--- config.mk ---
export PLATFORM = sky130hd
export DESIGN_NAME = instr_fetch_unit
export DESIGN_NICKNAME = d
export VERILOG_FILES = /design/src/rtl/instr_fetch_unit.sv
export SDC_FILE = /design/constraint.sdc
export NUM_CORES = 1
export LEC_CHECK = 0
export ABC_AREA = 1
export CAP_MARGIN = 0
export CORE_MARGIN = 2
export CORE_UTILIZATION = 35
export DETAILED_ROUTE_END_ITERATION = 8
export GPL_ROUTABILITY_DRIVEN = 0
export GPL_TIMING_DRIVEN = 1
export PLACE_DENSITY = 0.67
export SYNTH_ARGS = -nofsm -noshare
export SYNTH_HDL_FRONTEND = slang
export SYNTH_SLANG_ARGS = --single-unit
--- constraint.sdc ---
create_clock -name clk -period 3.5 [get_ports clk]
set_input_delay 0.525 -clock clk [delete_from_list [all_inputs] [get_ports clk]]
set_output_delay 0.525 -clock clk [all_outputs]
set_load 0.01 [all_outputs]
--- src/rtl/instr_fetch_unit.sv ---
// Instruction fetch stage: single-outstanding imem read, valid/ready hand-off to decode, PC hold/finish.
// Define FETCH_PERF_CNT_EN to add the perf_fetched / perf_stall counters.
module instr_fetch_unit #(
    parameter int                ADDR_W    = 32,
    parameter int                DATA_W    = 32,
    parameter logic [DATA_W-1:0] NOP_INSTR = 32'h00000013
) (
    input  logic              clk,
    input  logic              reset,
    input  logic              fetch_en,
    input  logic [ADDR_W-1:0] pc_in,
    input  logic              flush,
    output logic              imem_req,
    output logic [ADDR_W-1:0] imem_addr,
    input  logic              imem_gnt,
    input  logic              imem_rvalid,
    input  logic [DATA_W-1:0] imem_rdata,
    output logic              instr_valid,
    input  logic              instr_ready,
    output logic [DATA_W-1:0] instr_out,
    output logic [ADDR_W-1:0] instr_pc,
    output logic              pc_hold,
    output logic              finish_flag,
`ifdef FETCH_PERF_CNT_EN
    output logic [31:0]       perf_fetched,
    output logic [31:0]       perf_stall,
`endif
    output logic              misalign_err
);

    localparam logic [DATA_W-1:0] ECALL_INSTR  = 32'h00000073;
    localparam logic [DATA_W-1:0] EBREAK_INSTR = 32'h00100073;

    typedef enum logic [2:0] {
        S_IDLE = 3'd0,
        S_REQ  = 3'd1,
        S_WAIT = 3'd2,
        S_HOLD = 3'd3,
        S_DONE = 3'd4
    } state_t;

    function automatic logic is_finish_instr(input logic [DATA_W-1:0] instr);
        return (instr == ECALL_INSTR) || (instr == EBREAK_INSTR);
    endfunction

    function automatic logic is_misaligned(input logic [ADDR_W-1:0] addr);
        return addr[1:0] != 2'b00;
    endfunction

    state_t            state_r;
    state_t            state_nxt_s;
    logic              squash_r;
    logic              squash_nxt_s;
    logic              req_nxt_s;
    logic [ADDR_W-1:0] addr_nxt_s;
    logic              valid_nxt_s;
    logic [DATA_W-1:0] out_nxt_s;
    logic [ADDR_W-1:0] ipc_nxt_s;
    logic              finish_nxt_s;
    logic              misalign_nxt_s;
    logic              accept_s;

    // A handshake cancelled by a same-cycle flush does not count as accepted.
    assign accept_s = instr_valid && instr_ready && !flush;
    assign pc_hold  = (fetch_en && !accept_s) || finish_flag;

    // Next-state and next-register logic for the fetch FSM.
    always_comb begin
        state_nxt_s    = state_r;
        squash_nxt_s   = squash_r;
        req_nxt_s      = imem_req;
        addr_nxt_s     = imem_addr;
        valid_nxt_s    = instr_valid;
        out_nxt_s      = instr_out;
        ipc_nxt_s      = instr_pc;
        finish_nxt_s   = finish_flag;
        misalign_nxt_s = misalign_err;
        case (state_r)
            S_IDLE: begin
                if (fetch_en && !finish_flag) begin
                    if (is_misaligned(pc_in)) begin
                        misalign_nxt_s = 1'b1;
                        finish_nxt_s   = 1'b1;
                        state_nxt_s    = S_DONE;
                    end else begin
                        addr_nxt_s  = pc_in;
                        req_nxt_s   = 1'b1;
                        state_nxt_s = S_REQ;
                    end
                end else begin
                    req_nxt_s = 1'b0;
                end
            end
            S_REQ: begin
                if (imem_gnt) begin
                    // A flush coinciding with the grant makes the granted read stale.
                    req_nxt_s    = 1'b0;
                    squash_nxt_s = flush;
                    state_nxt_s  = S_WAIT;
                end else if (flush) begin
                    if (is_misaligned(pc_in)) begin
                        req_nxt_s      = 1'b0;
                        misalign_nxt_s = 1'b1;
                        finish_nxt_s   = 1'b1;
                        state_nxt_s    = S_DONE;
                    end else begin
                        addr_nxt_s = pc_in;
                    end
                end else begin
                    req_nxt_s = 1'b1;
                end
            end
            S_WAIT: begin
                if (imem_rvalid) begin
                    squash_nxt_s = 1'b0;
                    if (squash_r || flush) begin
                        state_nxt_s = S_IDLE;
                    end else begin
                        out_nxt_s   = imem_rdata;
                        ipc_nxt_s   = imem_addr;
                        valid_nxt_s = 1'b1;
                        state_nxt_s = S_HOLD;
                    end
                end else if (flush) begin
                    squash_nxt_s = 1'b1;
                end else begin
                    squash_nxt_s = squash_r;
                end
            end
            S_HOLD: begin
                if (flush) begin
                    valid_nxt_s = 1'b0;
                    out_nxt_s   = NOP_INSTR;
                    state_nxt_s = S_IDLE;
                end else if (instr_ready) begin
                    valid_nxt_s = 1'b0;
                    out_nxt_s   = NOP_INSTR;
                    if (is_finish_instr(instr_out)) begin
                        finish_nxt_s = 1'b1;
                        state_nxt_s  = S_DONE;
                    end else begin
                        state_nxt_s = S_IDLE;
                    end
                end else begin
                    valid_nxt_s = 1'b1;
                end
            end
            S_DONE: begin
                req_nxt_s   = 1'b0;
                valid_nxt_s = 1'b0;
                out_nxt_s   = NOP_INSTR;
                state_nxt_s = S_DONE;
            end
            default: begin
                req_nxt_s    = 1'b0;
                valid_nxt_s  = 1'b0;
                out_nxt_s    = NOP_INSTR;
                squash_nxt_s = 1'b0;
                state_nxt_s  = S_IDLE;
            end
        endcase
    end

    // FSM state and registered outputs.
    always_ff @(posedge clk or posedge reset) begin
        if (reset) begin
            state_r      <= S_IDLE;
            squash_r     <= 1'b0;
            imem_req     <= 1'b0;
            imem_addr    <= {ADDR_W{1'b0}};
            instr_valid  <= 1'b0;
            instr_out    <= NOP_INSTR;
            instr_pc     <= {ADDR_W{1'b0}};
            finish_flag  <= 1'b0;
            misalign_err <= 1'b0;
        end else begin
            state_r      <= state_nxt_s;
            squash_r     <= squash_nxt_s;
            imem_req     <= req_nxt_s;
            imem_addr    <= addr_nxt_s;
            instr_valid  <= valid_nxt_s;
            instr_out    <= out_nxt_s;
            instr_pc     <= ipc_nxt_s;
            finish_flag  <= finish_nxt_s;
            misalign_err <= misalign_nxt_s;
        end
    end

`ifdef FETCH_PERF_CNT_EN
    // Accepted-instruction and stall-cycle counters; both wrap naturally.
    always_ff @(posedge clk or posedge reset) begin
        if (reset) begin
            perf_fetched <= 32'd0;
            perf_stall   <= 32'd0;
        end else begin
            if (accept_s) begin
                perf_fetched <= perf_fetched + 32'd1;
            end else begin
                perf_fetched <= perf_fetched;
            end
            if (fetch_en && pc_hold && !finish_flag) begin
                perf_stall <= perf_stall + 32'd1;
            end else begin
                perf_stall <= perf_stall;
            end
        end
    end
`endif

endmodule

==> flow_summary.yaml <==
outcome:
  outcome: "complete, no violations"
global_route:
  grt_pass1_wl_mm: 18.7
  grt_pass1_vias: 3931
  grt_overflow: 0
  track_usage: 0.179
  grt_max_degree: 93
  antenna_found_initial: 0
cts:
  clock_sinks: 104
  cts_hold_buf: 0
  clkTransAtPathRegs_ps: 70
  clock_latency_ps: 350
  htreeDepth: 3
  clockRootBuffer: "clkbuf_16"
  cts_tree: "yes"
  clk_path_buf_depth: 2
  cts_made_buffers: 9
  cts-resized-gates: 0
  cts_setup_buffers: 0
synthesis:
  synthCells: 492
  synth_commonest_cells: "155 x nand2_1, 101 x dfrtp_1, 44 x inv_1"
  synth_top_area_cell: "dfrtp_1"
  synth-edff-count: 0
  synthFlopType: "dfrtp_1"
  ys_seq_area_frac: 0.603
  avgSynthCellArea_um2: 8.79
  netlist_top_cells_area: "dfrtp_1 58%, nand2_1 13%, o21ai_0 4.5%, nand3_1 4.4%, o21ai_1 4.3%"
  synth.cell_area_mm2: 0.00432
  yosys_warnings: 0
  yosys_register_bits: 104
  synth_top_area_frac: 0.584
  synthArstFlopShare: 1.00
  synth.most_common_cell: "nand2_1"
  syn_nets: 563
  ys_types: 22
die:
  dieArea_mm2: 0.0133
  ioPinCount: 172
  core_area_mm2: 0.0120
  start_util: 0.360
  die_w_um: 115
  die_y_um: 115
  rows: 40
power_and_ir_drop:
  clock_power_share: 0.219
  power_density_mw_per_mm2: 799
  p_leak_nw: 3.02
  p_int_mw: 3.36
  sw_frac_of_total: 0.350
  ir_worst_vdd_mv: 0.439
  p_sw_mw: 1.81
  seqPwrFrac: 0.370
  power_frac_comb: 0.412
  total_power_mw: 5.17
cells_and_area:
  register_area_mm2: 0.00261
  drive_gt1_frac: 0.0603
  n_fill_cell: 1103
  postLayoutCoreUtil: 0.539
  n_antenna_cell: 0
  postLayoutCellArea_mm2: 0.00647
  final_nets: 729
  area_growth_pct: 49.7
  final_cell_count_no_fill: 810
  multi_input_area_mm2: 0.00140
worst_hold_path:
  hp-start: "misalign_err"
  hold_depth: 1
  hold_class: "flop to flop"
  hold_end: "misalign_err"
timing:
  final.period_utilization: 0.710
  setup_violations: 0
  fin_crit_ps: 2480
  fmax_mhz: 402
  slew_headroom: 0.257
  drv_slew: 0
  finalSetupTns_ps: 0
  hold_ws_ps: 483
  clock_skew_ps: 5.55
  worst_pin_slew_ps: 1110
  rsz0062_at_grt: "no"
  finalHoldViolations: 0
  setup_slack_ps: 1020
placement:
  place_inst: 794
  post-place-ws_ps: 770
  port_buffers: 171
  hpwl_mm: 8.30
  dpl_cell_area_mm2: 0.00613
flow_run:
  maxCapViolCount: 0
worst_setup_path:
  startpoint_type: "input pin"
  reg2reg_slack_ps: 1220
  critPathArrivalTime_ps: 1960
  r2r-start: "state_r[1]"
  cp_max_fo: 6
  rr_worst_depth: 11
  rr_endpoint: "instr_out[7]"
  critPathRequiredTime_ps: 2970
  cp-end-kind: "output pin"
  worstSetupPathType: "input pin to output pin"
detailed_routing:
  wl_per_cell_um: 14.4
  wirelength_mm: 11.7
  num_vias: 3918
  first_pass_iters: 4
  drt_iter0_drc: 199
  drcViolationCount: 0
  vias_per_cell: 4.84
  ant_nets: 0
==> critical path, stage by stage <==
cell,delay (ps)
clkdlybuf4s50_1,610
inv_2,110
nand3_1,80
nand2_1,50
nand2_1,50
clkdlybuf4s50_1,530
==> cell families (layout without fill, tap and decap cells) <==
group | count (synthesis) | in the layout | share of synthesized area
AO/OA/AOI/OAI | 82 | 82 | 0.0964
buffers and inverters | 71 | 242 | 0.0729
flip-flops | 104 | 104 | 0.603
AND/OR/NAND/NOR | 235 | 235 | 0.228
==> cells in the final DEF (no fill, tap or decap), types with 2 or more instances in the layout <==
cell type,Yosys,final
dfstp_2,3,3
inv_6,0,2
clkbuf_16,0,9
dfrtp_1,101,101
o21ai_0,39,39
clkbuf_8,0,2
o21ai_1,37,37
a21oi_1,3,3
bufinv_16,0,2
nor2_1,32,32
inv_1,44,43
nand2_1,155,155
nor2_2,2,2
inv_2,6,6
nand3_1,38,38
o21bai_1,2,2
nand2_2,3,3
buf_4,12,5
clkdlybuf4s50_1,0,171
==> cell type report <==
class                      instances  area share
tap                              147      0.0284
inverter                          50      0.0294
multi-input combinational        317       0.217
clock buffer                      11      0.0391
clock inverter                     5      0.0133
sequential                       104       0.403
timing repair buffer             176       0.270
==> per-layer routing <==
metal  vias up  share of wire  track usage  wire [um]
li1       1881              -            -          -
met1      1879           0.43        0.214       5010
met3        14          0.090       0.0796       1050
met4         0          0.013       0.0490        153
met5         -              0            0          0
met2       144           0.47        0.296       5490
==> worst max path at each step <==
stage | startpoint | to | slack (ps) | depth (start not counted)
after global routing | flush | pc_hold | 880 | 6
after floorplan | reset | finish_flag | 250 | 1
final | flush | pc_hold | 1020 | 6
after detailed placement | flush | instr_pc[13] | 770 | 6
after global placement | flush | instr_pc[12] | 840 | 6
after CTS | flush | pc_hold | 1010 | 6
==> state kept, by name, indices dropped and copies added, names as in the netlist <==
name          flops
instr_valid       1
instr_pc         32
finish_flag       1
imem_addr        32
misalign_err      1
instr_out        32
squash_r          1
imem_req          1
state_r           3
==> power groups by stage <==
stage                     registers (mW)  clock network, mW  logic [mW]
after global routing                1.96               1.21        2.36
after detailed placement            1.92                  0        2.15
after CTS                           1.91               1.16        2.16
after global placement              1.91                  0        2.12
final                               1.91               1.13        2.13
after floorplan                     2.08                  0       0.865
(Power assumes the default switching activity.)
